===== config.mk =====
export PLATFORM = sky130hd
export DESIGN_NAME = sync_fifo_out_stage
export DESIGN_NICKNAME = d
export VERILOG_FILES = /design/src/rtl/sync_fifo_pkg.sv /design/src/rtl/sync_fifo_skid_reg.sv /design/src/rtl/sync_fifo_out_stage.sv
export SDC_FILE = /design/constraint.sdc
export NUM_CORES = 1
export LEC_CHECK = 0
export BUFFER_PORTS_ARGS = -buffer_cell sky130_fd_sc_hd__clkbuf_2
export CORE_MARGIN = 5
export CORE_UTILIZATION = 33
export CTS_BUF_LIST = sky130_fd_sc_hd__clkbuf_4 sky130_fd_sc_hd__clkbuf_8
export DETAILED_ROUTE_END_ITERATION = 10
export PLACE_DENSITY = 0.56
export SETUP_SLACK_MARGIN = 0.2
export SYNTH_ARGS = -nofsm -noshare
export SYNTH_HDL_FRONTEND = slang
export SYNTH_HIERARCHICAL = 1
export SYNTH_SLANG_ARGS = --single-unit

===== constraint.sdc =====
create_clock -name clk -period 5.4 [get_ports clk]
set_input_delay 0.54 -clock clk [delete_from_list [all_inputs] [get_ports clk]]
set_output_delay 0.54 -clock clk [all_outputs]
set_load 0.05 [all_outputs]

===== src/rtl/sync_fifo_pkg.sv =====
// Shared definitions for the synchronous FIFO output stage.
//   state_e   : output-buffer fill state (EMPTY / ONE / TWO entries held)
//   OccW      : width of the occupancy count (values 0..2)
//   state_occ : maps a buffer state to its occupancy count
package sync_fifo_pkg;

  localparam int unsigned OccW = 2;

  typedef enum logic [1:0] {
    EMPTY = 2'd0,
    ONE   = 2'd1,
    TWO   = 2'd2
  } state_e;

  function automatic logic [OccW-1:0] state_occ(state_e s);
    logic [OccW-1:0] occ;
    occ = '0;
    case (s)
      ONE:     occ = 2'd1;
      TWO:     occ = 2'd2;
      default: occ = 2'd0;
    endcase
    return occ;
  endfunction

endpackage


===== src/rtl/sync_fifo_skid_reg.sv =====
// Data register with load enable, used for the head and skid slots of the
// FIFO output stage.
//   clk   : clock, rising edge
//   rst_n : asynchronous active-low reset, clears q to 0
//   en    : load enable
//   d     : data in
//   q     : registered data out
module sync_fifo_skid_reg #(
  parameter int unsigned width = 32
) (
  input  logic             clk,
  input  logic             rst_n,
  input  logic             en,
  input  logic [width-1:0] d,
  output logic [width-1:0] q
);

  always_ff @(posedge clk or negedge rst_n) begin
    if (!rst_n) begin
      q <= '0;
    end else if (en) begin
      q <= d;
    end
  end

endmodule


===== src/rtl/sync_fifo_out_stage.sv =====
// Two-entry output buffer between a FIFO read-pointer stage and a
// valid/ready consumer. Holds a head entry (presented downstream) and a skid
// entry, so ren never depends combinationally on send_rdy while still
// sustaining one transfer per cycle.
//   clk        : clock, rising edge
//   rst_n      : asynchronous active-low reset
//   fifo_empty : FIFO has no readable entry
//   fifo_rdata : FIFO word at the read pointer
//   ren        : consume request to the FIFO
//   flush      : synchronous discard of buffered entries
//   send_val   : downstream valid (registered)
//   send_msg   : downstream data, head entry (registered)
//   send_rdy   : downstream ready
//   occupancy  : entries held, 0..2 (registered)
module sync_fifo_out_stage
  import sync_fifo_pkg::*;
#(
  parameter int unsigned width = 32,
  parameter int unsigned depth = 4
) (
  input  logic             clk,
  input  logic             rst_n,
  input  logic             fifo_empty,
  input  logic [width-1:0] fifo_rdata,
  output logic             ren,
  input  logic             flush,
  output logic             send_val,
  output logic [width-1:0] send_msg,
  input  logic             send_rdy,
  output logic [OccW-1:0]  occupancy
);

  if (depth < 1) begin : g_bad_depth
    $error("sync_fifo_out_stage: depth must be at least 1");
  end

  state_e            state_q, state_d;
  logic              val_q;
  logic [OccW-1:0]   occ_q;
  logic              load, send;
  logic              head_en, skid_en, head_from_skid;
  logic [width-1:0]  head_q, head_d, skid_q;

  // Gated by rst_n so the FIFO sees no consume while reset is held.
  assign ren  = rst_n & ~fifo_empty & (state_q != TWO) & ~flush;
  assign load = ren & ~fifo_empty;
  assign send = val_q & send_rdy;

  always_comb begin
    state_d        = state_q;
    head_en        = 1'b0;
    skid_en        = 1'b0;
    head_from_skid = 1'b0;
    if (flush) begin
      // A concurrent send has already completed downstream; just drop the rest.
      state_d = EMPTY;
    end else begin
      unique case (state_q)
        EMPTY: begin
          if (load) begin
            state_d = ONE;
            head_en = 1'b1;
          end
        end
        ONE: begin
          if (load && send) begin
            head_en = 1'b1;
          end else if (load) begin
            state_d = TWO;
            skid_en = 1'b1;
          end else if (send) begin
            state_d = EMPTY;
          end
        end
        TWO: begin
          if (send) begin
            state_d        = ONE;
            head_en        = 1'b1;
            head_from_skid = 1'b1;
          end
        end
        default: state_d = EMPTY;
      endcase
    end
  end

  assign head_d = head_from_skid ? skid_q : fifo_rdata;

  always_ff @(posedge clk or negedge rst_n) begin
    if (!rst_n) begin
      state_q <= EMPTY;
      val_q   <= 1'b0;
      occ_q   <= '0;
    end else begin
      state_q <= state_d;
      val_q   <= (state_d != EMPTY);
      occ_q   <= state_occ(state_d);
    end
  end

  sync_fifo_skid_reg #(
    .width (width)
  ) u_head (
    .clk   (clk),
    .rst_n (rst_n),
    .en    (head_en),
    .d     (head_d),
    .q     (head_q)
  );

  sync_fifo_skid_reg #(
    .width (width)
  ) u_skid (
    .clk   (clk),
    .rst_n (rst_n),
    .en    (skid_en),
    .d     (fifo_rdata),
    .q     (skid_q)
  );

  assign send_val  = val_q;
  assign send_msg  = head_q;
  assign occupancy = occ_q;

endmodule


==> flow_summary.ini <==
[cells_and_area]
regArea_sq_mm = 0.00173
num-nets-final = 311
antenna_cells = 0
nFillCells = 969
drive_gt1_share_pct = 69.5
area_delta_synth_final_pct = 17.3
multi_input_area_sq_mm = 0.00147
design_area_sq_mm = 0.00394

[sta]
relSlewSlack_pct = 48.7
finalCritPeriodShare_pct = 47.2
whs_ns = 0.206
worst_slew_pin_slew_ns = 0.769
finalHoldViolCount = 0
clock_skew_ns = 0.0118
fin_crit_ns = 2.55
rsz0062_at_grt = no
timing.final.max_slew_violations = 0
setup_tns_ns = 0
max_clock_freq_mhz = 392
setup_violations = 0

[placed_design]
place_hpwl_mm = 4.44
gp_congestion = 0.746
port_buffers = 72
dpl_cell_area_sq_mm = 0.00377

[setup_path]
startpoint_type = flop
critPathKind = flop to flop
cp_max_fo = 19
rr_worst_depth = 5
cp-end-kind = flop
rr_endpoint = u_head/q[14]
r2r_start = state_q[0]
required_ns = 5.63
arrival_ns = 2.78
r2r_setup_slack_ns = 2.85

[die]
rows = 36
coreArea_sq_mm = 0.00986
io_pins = 73
initial_core_util_pct = 34.1
die_h_um = 111
fp.dieW_um = 111
dieArea_sq_mm = 0.0123

[grt]
grt_pass1_wl_mm = 11.0
grt_max_degree = 43
overflow = 0
grt_pass1_vias = 2161
grtUsageTotal_pct = 11.3
antenna_found_initial = 0

[synthesis]
yosys_most_used_dff = dfrtp_1
ys_seq_area_share_pct = 51.4
synth_edf_count = 0
synth_cells = 197
synth.avg_cell_area_sq_um = 17.1
ys_warn_count = 6
synth-seq-cells = 69
syn_area_sq_mm = 0.00336
syn_nets = 234
synthArstFlopShare_pct = 100
synthDistinctLibCells = 22

[clocking]
cts_resized = 0
cts_tree = done
ctsHoldBuffers = 0
cts-buffers-inserted = 9
cts.sinks = 69
post_cts_buffers = 0
clk_latency_ns = 0.35
cts_max_level = 3
clk_pin_slew_worst_paths_ns = 0.09
clk_path_buf_depth = 2
cts-root-buf = clkbuf_8

[job]
max_cap_viol_count = 0

[routing]
wl_per_cell_um = 16.3
drc = 0
via_count = 1852
ant_nets = 0
viasPerCell = 4.50
drtPass1Iterations = 4
detail_route.iter0.violations = 51
finalWirelength_mm = 6.72

[pwr]
peakVddDrop_uv = 170
power.density_mw_per_mm2 = 418
leakagePower_nw = 1.86

[outcome]
status = finished clean

[worst_hold_path]
min_path_type = primary input to async pin
==> state kept, by name, summed over array words and instances, names as in the netlist <==
name and count:
u_head/q 32, u_skid/q 32, occupancy 2, state_q 2, send_val 1
==> metal layers <==
metal	vias to the layer above	GRT usage, %	wire, um	part of all wire, %
li1	862	-	-	-
met1	928	13.8	3020	45
met2	51	18.1	3170	47
met3	11	3.82	387	5.8
met4	0	5.17	140	2.1
met5	-	0	0	0
==> worst max path at each step <==
stage / from / to
final: state_q[0] / u_head/q[14]
after global routing: state_q[0] / u_head/q[31]
after detailed placement: rst_n / u_head/q[31]
after global placement: rst_n / u_head/q[31]
after CTS: state_q[0] / u_head/q[14]
after floorplan: flush / ren
==> synth_stat cells, types with 2 or more instances <==
| cell type | n | area share, % |
|---|---|---|
| dfrtp_1 | 69 | 51 |
| mux2_4 | 60 | 27 |
| mux2_2 | 36 | 12 |
| buf_12 | 6 | 3.6 |
| buf_6 | 5 | 1.7 |
| nor3b_1 | 4 | 0.89 |
| nor4bb_1 | 2 | 0.60 |
==> per-stage QoR <==
step / power [W] / instances / setup WS, ns / util [%]
finish: 0.00165 / 412 / 2.85 / 40.0
global route: 0.00174 / 412 / 2.70 / 40.0
CTS: 0.00168 / 412 / 2.79 / 40.0
detailed placement: 0.00129 / 396 / 2.53 / 38.2
global placement: 0.00128 / 396 / 2.54 / 38.2
floorplan: 0.00116 / 197 / 3.01 / -
==> worst max-delay path, stage by stage (launching register included) <==
cell and delay [ns]:
dfrtp_1 0.43, and2b_1 0.27, nor3b_4 0.68, buf_4 0.42, mux2_2 0.38, mux2_4 0.26
==> placed cells by master, fill, tap and decap left out, types with 2 or more instances in the layout <==
cell      Yosys  layout
clkbuf_2      0      71
dfrtp_1      69      69
mux2_4       60      60
mux2_2       36      36
clkbuf_8      0       9
buf_4         0       6
nor3b_1       4       4
clkinv_4      0       4
nor4bb_1      2       2
clkinv_2      0       2
==> cells by family after synthesis <==
family,count (synthesis),share of synthesized area (%)
AOI/OAI and AO/OA,5,1.08
buffers and inverters,12,5.36
and+or+nand+nor,15,3.35
muxes,96,38.9
DFF,69,51.4
==> where the power goes <==
part,internal (W),leakage (nW),total [W],switching (W)
Clock,0.000168,0.0891,0.000375,0.000207
Combinational,0.000231,0.923,0.000549,0.000318
Sequential,0.000651,0.850,0.000726,0.0000753
Total,0.00105,1.86,0.00165,0.000600
==> cell type report <==
cell class | instances | share of cell area, %
flip-flops and latches | 69 | 43.8
multi-input cells | 116 | 37.2
repair buffers | 78 | 10.3
well taps | 133 | 4.22
clock buffers | 9 | 3.14
clock inverters | 7 | 1.33
(Power assumes the default switching activity.)
